===== src/rtl/packet_scheduler.sv =====
// Packet slot scheduler for the HDMI data island: grants ACR, audio samples and InfoFrames by fixed priority.
// Optional SPD InfoFrame support is compiled in with PACKET_SCHEDULER_SPD_EN.
module packet_scheduler #(
  parameter int MAX_PENDING_SAMPLES = 15
) (
  input  logic                                         clk_pixel,
  input  logic                                         reset_n,
  input  logic                                         packet_enable,
  input  logic                                         frame_start,
  input  logic                                         acr_valid,
  input  logic                                         audio_sample_strobe,
  output logic [7:0]                                   packet_type,
  output logic [3:0]                                   sample_present,
  output logic                                         packet_strobe,
  output logic [$clog2(MAX_PENDING_SAMPLES+1)-1:0]     samples_pending,
  output logic                                         overflow
);

  localparam int CNT_W = $clog2(MAX_PENDING_SAMPLES + 1);
  localparam logic [CNT_W-1:0] CNT_MAX = CNT_W'(MAX_PENDING_SAMPLES);
  localparam logic [CNT_W-1:0] CNT_FOUR = CNT_W'(4);

  typedef enum logic [2:0] {
    GRANT_NULL = 3'd0,
    GRANT_ACR  = 3'd1,
    GRANT_AUD  = 3'd2,
    GRANT_AVI  = 3'd3,
    GRANT_AIF  = 3'd4,
    GRANT_SPD  = 3'd5
  } grant_e;

  function automatic logic [3:0] present_mask(input logic [2:0] n);
    case (n)
      3'd1:    present_mask = 4'b0001;
      3'd2:    present_mask = 4'b0011;
      3'd3:    present_mask = 4'b0111;
      3'd4:    present_mask = 4'b1111;
      default: present_mask = 4'b0000;
    endcase
  endfunction

  logic             acr_pending_r;
  logic             avi_pending_r;
  logic             aif_pending_r;
`ifdef PACKET_SCHEDULER_SPD_EN
  logic             spd_pending_r;
`endif
  logic [CNT_W-1:0] cnt_r;
  logic             overflow_r;
  logic [7:0]       packet_type_r;
  logic [3:0]       sample_present_r;
  logic             packet_strobe_r;

  grant_e           grant_s;
  logic [2:0]       n_s;
  logic [CNT_W-1:0] post_s;
  logic [CNT_W-1:0] cnt_next_s;
  logic             ovf_set_s;
  logic [7:0]       type_s;

  // Priority grant over the pre-edge state, plus the number of samples taken.
  always_comb begin
    grant_s = GRANT_NULL;
    n_s     = 3'd0;
    if (!packet_enable) begin
      grant_s = GRANT_NULL;
    end else if (acr_pending_r) begin
      grant_s = GRANT_ACR;
    end else if (cnt_r != {CNT_W{1'b0}}) begin
      grant_s = GRANT_AUD;
    end else if (avi_pending_r) begin
      grant_s = GRANT_AVI;
    end else if (aif_pending_r) begin
      grant_s = GRANT_AIF;
`ifdef PACKET_SCHEDULER_SPD_EN
    end else if (spd_pending_r) begin
      grant_s = GRANT_SPD;
`endif
    end else begin
      grant_s = GRANT_NULL;
    end
    if (grant_s == GRANT_AUD) begin
      n_s = (cnt_r >= CNT_FOUR) ? 3'd4 : cnt_r[2:0];
    end else begin
      n_s = 3'd0;
    end
  end

  // Sample counter update: drain first, then accept the strobe only if room remains.
  always_comb begin
    post_s     = cnt_r - CNT_W'(n_s);
    cnt_next_s = post_s;
    ovf_set_s  = 1'b0;
    if (audio_sample_strobe) begin
      if (post_s == CNT_MAX) begin
        ovf_set_s = 1'b1;
      end else begin
        cnt_next_s = post_s + CNT_W'(1);
      end
    end else begin
      cnt_next_s = post_s;
    end
  end

  // Grant to HB0 packet type mapping.
  always_comb begin
    case (grant_s)
      GRANT_ACR: type_s = 8'h01;
      GRANT_AUD: type_s = 8'h02;
      GRANT_AVI: type_s = 8'h82;
      GRANT_AIF: type_s = 8'h84;
      GRANT_SPD: type_s = 8'h83;
      default:   type_s = 8'h00;
    endcase
  end

  // Request flags, sample counter and registered grant outputs; new requests win over grant clears.
  always_ff @(posedge clk_pixel or negedge reset_n) begin
    if (!reset_n) begin
      acr_pending_r    <= 1'b0;
      avi_pending_r    <= 1'b0;
      aif_pending_r    <= 1'b0;
`ifdef PACKET_SCHEDULER_SPD_EN
      spd_pending_r    <= 1'b0;
`endif
      cnt_r            <= {CNT_W{1'b0}};
      overflow_r       <= 1'b0;
      packet_type_r    <= 8'h00;
      sample_present_r <= 4'b0000;
      packet_strobe_r  <= 1'b0;
    end else begin
      acr_pending_r    <= acr_valid   | (acr_pending_r & (grant_s != GRANT_ACR));
      avi_pending_r    <= frame_start | (avi_pending_r & (grant_s != GRANT_AVI));
      aif_pending_r    <= frame_start | (aif_pending_r & (grant_s != GRANT_AIF));
`ifdef PACKET_SCHEDULER_SPD_EN
      spd_pending_r    <= frame_start | (spd_pending_r & (grant_s != GRANT_SPD));
`endif
      cnt_r            <= cnt_next_s;
      overflow_r       <= overflow_r | ovf_set_s;
      packet_strobe_r  <= packet_enable;
      if (packet_enable) begin
        packet_type_r    <= type_s;
        sample_present_r <= present_mask(n_s);
      end else begin
        packet_type_r    <= packet_type_r;
        sample_present_r <= sample_present_r;
      end
    end
  end

  assign packet_type     = packet_type_r;
  assign sample_present  = sample_present_r;
  assign packet_strobe   = packet_strobe_r;
  assign samples_pending = cnt_r;
  assign overflow        = overflow_r;

endmodule


===== config.mk =====
export PLATFORM = sky130hd
export DESIGN_NAME = packet_scheduler
export DESIGN_NICKNAME = d
export VERILOG_FILES = /design/src/rtl/packet_scheduler.sv
export SDC_FILE = /design/constraint.sdc
export NUM_CORES = 1
export LEC_CHECK = 0
export CAP_MARGIN = 25
export CORE_MARGIN = 4
export CORE_UTILIZATION = 46
export DETAILED_ROUTE_END_ITERATION = 8
export GPL_TIMING_DRIVEN = 0
export HOLD_SLACK_MARGIN = 0.03
export PLACE_DENSITY_LB_ADDON = 0.05
export SLEW_MARGIN = 20
export SYNTH_ARGS = -nofsm -noshare
export SYNTH_HDL_FRONTEND = slang
export SYNTH_SLANG_ARGS = --single-unit

===== constraint.sdc =====
create_clock -name clk_pixel -period 2.88 [get_ports clk_pixel]
set_input_delay 0.288 -clock clk_pixel [delete_from_list [all_inputs] [get_ports clk_pixel]]
set_output_delay 0.288 -clock clk_pixel [all_outputs]
set_load 0.01 [all_outputs]

==> results.rst <==
.. list-table::
   :header-rows: 1

   * - Metric
     - Value
   * - Result of the run
     - complete, no violations
   * - CTS tree
     - built
   * - Post-CTS clock slew at the launch and capture registers of the worst setup and hold paths
     - 100 ps
   * - Cell area reported after detailed placement
     - 1110 sq um
   * - Global-route wire length before repair
     - 3.11 mm
   * - Final cell count without fillers
     - 133
   * - Synthesized area per cell
     - 10.7 sq um
   * - Aggregate global routing overflow
     - 0
   * - Setup CP Type
     - flip-flop to flip-flop
   * - Rows
     - 15
   * - Root Driver
     - sky130_fd_sc_hd__clkbuf_4
   * - Hold-critical path endpoint
     - packet_strobe
   * - Total number of yosys warnings
     - 0
   * - Proportion of power drawn by combinational gates
     - 0.494
   * - Sum of routed wire length over all layers
     - 1.70 mm
   * - Top post-synthesis cells by area
     - sky130_fd_sc_hd__dfrtp_1 48%, sky130_fd_sc_hd__ha_1 5.7%, sky130_fd_sc_hd__a21o_1 3.4%, sky130_fd_sc_hd__buf_4 3.4%, sky130_fd_sc_hd__mux2_2 2.6%
   * - Placer's final routability congestion estimate
     - 0.726
   * - Routed wire length per instance
     - 12.8 microns
   * - Layer with the highest usage after global routing
     - met2
   * - Die width
     - 51.8 microns
   * - Pin slew with the least headroom to its limit
     - 720 ps
   * - Cell-internal power
     - 0.589 mW
   * - RSZ-0062 raised after global routing
     - false
   * - Floorplan die height
     - 51.8 microns
   * - # clock sinks
     - 17
   * - Leakage dissipation
     - 0.491 nW
   * - Overall Global Routing Usage
     - 0.155
   * - Part of the Yosys area used for sequential elements
     - 0.483
   * - Synthesized flop and latch total
     - 17
   * - R2R depth
     - 10
   * - Area growth syn-to-layout
     - 30.5%
   * - Ratio of routed vias to standard cells
     - 5.08
   * - Cell count after placement
     - 129
   * - Commonest cells in the synthesized netlist
     - 17 x sky130_fd_sc_hd__dfrtp_1, 5 x sky130_fd_sc_hd__inv_1, 5 x sky130_fd_sc_hd__nor2_1
   * - Path type of the worst min-delay path
     - input port to flip-flop
   * - Vias after detailed routing
     - 676
   * - Cell count after synthesis
     - 82
   * - Diodes inserted
     - 0
   * - Maximum number of pins on one net before global-route repair
     - 18
   * - Library cell with the largest summed area after synthesis
     - sky130_fd_sc_hd__dfrtp_1
   * - DIE AREA
     - 2680 sq um
   * - CP Buf/Inv Count
     - 1
   * - Netlist area before placement
     - 881 sq um
   * - Clk pwr share
     - 0.136
   * - Final instance area
     - 1150 sq um
   * - Startpoint class of the critical path
     - flip-flop
   * - Min-Delay Startpoint
     - packet_enable
   * - Largest driver fanout on the critical path
     - 7
   * - Detail Route Antenna Nets
     - 0
   * - Number of iterations in the first detailed-routing pass
     - 4
   * - Area inside the core boundary
     - 1760 sq um
   * - Final Max Tran Viols
     - 0
   * - Worst path arrival time
     - 2920 ps
   * - Net switching power of the design
     - 0.358 mW
   * - FMAX
     - 367 MHz
   * - Number of antenna violations at the first check in global routing
     - 0
   * - Share of final-layout standard cells stronger than drive strength 1
     - 0.176
   * - Global-route track usage on met3
     - 0.0344
   * - Number of DRC violations after detailed routing
     - 0
   * - Final count of hold timing violations
     - 0
   * - Crit path cell chain
     - nand2b_1 -> nor4_2 -> ha_1 -> inv_1 -> fa_1 -> ha_2 -> and2b_2 -> nand4_1 -> o211ai_2 -> mux2_2
   * - Global Route met1 Usage
     - 0.216
   * - Count of cell types in the netlist
     - 33
   * - Worst path required time
     - 3070 ps
   * - P per Cell Area
     - 823 nW/um^2
   * - Count leader, synth
     - sky130_fd_sc_hd__dfrtp_1
   * - Main synth FF type
     - sky130_fd_sc_hd__dfrtp_1
   * - Yosys top cell area share
     - 0.483
   * - Effective utilization at floorplan
     - 0.499
   * - Async set-reset flop share out of synthesis
     - 1.00
   * - Worst r2r dst
     - samples_pending[1]
   * - Number of nets in the layout
     - 120
   * - Number of levels the H-tree was split into
     - 1
   * - Slowest library cell on the worst path
     - sky130_fd_sc_hd__fa_1
   * - Period utilisation layout
     - 0.946
   * - Switching Share
     - 0.378
   * - Clock skew after layout
     - 7.58 ps
   * - Vias in the first global route
     - 675
   * - CP Capture Type
     - flip-flop
   * - Max IR drop VDD
     - 0.000516 V
   * - Slack of the worst reg-to-reg path
     - 160 ps
   * - Top-level port count
     - 24
   * - Fill cell count
     - 161
   * - Number of failing setup endpoints in the final timing report
     - 0
   * - Number of instances on the worst hold path
     - 1
   * - Number of enable flip-flop cells after synthesis
     - 0
   * - Max_cap viols
     - 0
   * - HPWL after DPL
     - 1.27 mm
   * - Number of violations reported at the end of detailed-routing iteration 0
     - 6
   * - Number of buffers inserted by port buffering
     - 19
   * - Final period demand of the worst path
     - 2720 ps
   * - GR Layer Usage met2
     - 0.237
   * - Reg-to-reg startpoint
     - acr_pending_r
   * - Slew Limit Headroom
     - 0.518
   * - Worst path top cell family by delay
     - adder cells
   * - Num CTS Buffers
     - 3
   * - Worst-Skew Late Latency
     - 290 ps
   * - Worst stage delay on the critical path
     - 530 ps
   * - Max clock buf depth
     - 2
   * - Portion of total power attributed to sequential cells
     - 0.370
[registers in the layout (all words and copies together), names as in the netlist]
name             count
packet_type          4
sample_present       4
samples_pending      4
acr_pending_r        1
aif_pending_r        1
avi_pending_r        1
overflow             1
packet_strobe        1
[worst reg2reg max path, stage by stage, from the launching register on]
cell	delay, ps
sky130_fd_sc_hd__dfrtp_2	470
sky130_fd_sc_hd__nand2b_1	230
sky130_fd_sc_hd__nor4_2	170
sky130_fd_sc_hd__ha_1	190
sky130_fd_sc_hd__inv_1	50
sky130_fd_sc_hd__fa_1	530
sky130_fd_sc_hd__ha_2	240
sky130_fd_sc_hd__and2b_2	160
sky130_fd_sc_hd__nand4_1	110
sky130_fd_sc_hd__o211ai_2	130
sky130_fd_sc_hd__mux2_2	350
[cell usage in the layout (no fill, tap or decap), drive strengths merged, types with 2 or more instances in the layout]
cell type	instances
ha	4
conb	4
nand2	3
xnor2	2
a21o	4
o21ai	4
nor2	5
inv	5
nand2b	2
nor3	2
dfrtp	17
nor4	2
a21oi	4
nand4	2
nand3	4
buf	5
clkdlybuf4s50	18
clkbuf	4
mux2	2
[power groups by stage]
stage | registers [mW] | clock network [mW] | logic [mW]
5_1_grt | 0.362 | 0.144 | 0.523
4_1_cts | 0.349 | 0.132 | 0.463
3_3_place_gp | 0.352 | 0 | 0.446
3_5_place_dp | 0.353 | 0 | 0.459
6_report | 0.350 | 0.128 | 0.468
2_1_floorplan | 0.369 | 0 | 0.270
[how the worst max path moves through the flow]
stage	slack [ps]	cells past startpoint	to	startpoint
2_1_floorplan	310	10	samples_pending[1]	samples_pending[3]
3_3_place_gp	-400	10	samples_pending[1]	packet_enable
3_5_place_dp	-470	10	samples_pending[1]	packet_enable
4_1_cts	60	10	samples_pending[1]	acr_pending_r
5_1_grt	40	10	samples_pending[1]	acr_pending_r
6_report	160	10	samples_pending[1]	acr_pending_r
[stage by stage]
stage	total power, mW	hold WS (ps)	setup TNS, ps	setup slack [ps]	util
after floorplan	0.639	-7.59	0	309	-
after global placement	0.798	461	-601	-403	0.631
after detailed placement	0.812	468	-732	-467	0.631
after CTS	0.944	401	0	55.3	0.646
after global routing	1.03	413	0	35.5	0.652
final	0.947	404	0	157	0.652
[per-layer routing]
| metal | up-vias | share of wire | routed length, microns |
|---|---|---|---|
| met2 | 23 | 0.42 | 723 |
| met4 | 0 | 0.016 | 27 |
| met5 | - | 0 | 0 |
| met3 | 5 | 0.071 | 121 |
| met1 | 316 | 0.49 | 831 |
| li1 | 332 | - | - |
[area by class of cell]
class | instances | area [sq um] | area share
Timing Repair Buffer | 19 | 189 | 0.164
Clock buffer | 4 | 26.3 | 0.0229
Multi-Input combinational cell | 57 | 412 | 0.358
Inverter | 6 | 23.8 | 0.0207
Sequential cell | 17 | 427 | 0.371
Tap cell | 25 | 31.3 | 0.0272
Buffer | 5 | 41.3 | 0.0359
[kinds of logic (layout without fill, tap and decap cells)]
family / count (synthesis) / count (layout) / synth area share
simple gates: 25 / 25 / 0.162
compound gates: 17 / 17 / 0.132
flops: 17 / 17 / 0.483
buf+inv: 11 / 34 / 0.0724
fa+ha+maj: 5 / 5 / 0.0795
xor+xnor: 3 / 3 / 0.0298
mux: 3 / 3 / 0.0369
other cells: 1 / 4 / 0.00426
[what timing repair did]
| item | in CTS | in global routing |
|---|---|---|
| buffers inserted | 0 | 0 |
| gates resized for setup | 2 | 3 |
| pin swaps | 0 | 0 |
| gates cloned | 0 | 0 |
| hold buffers | 0 | 0 |
| setup endpoints to repair | 1 | 1 |
Power figures use the tool's default switching activity.
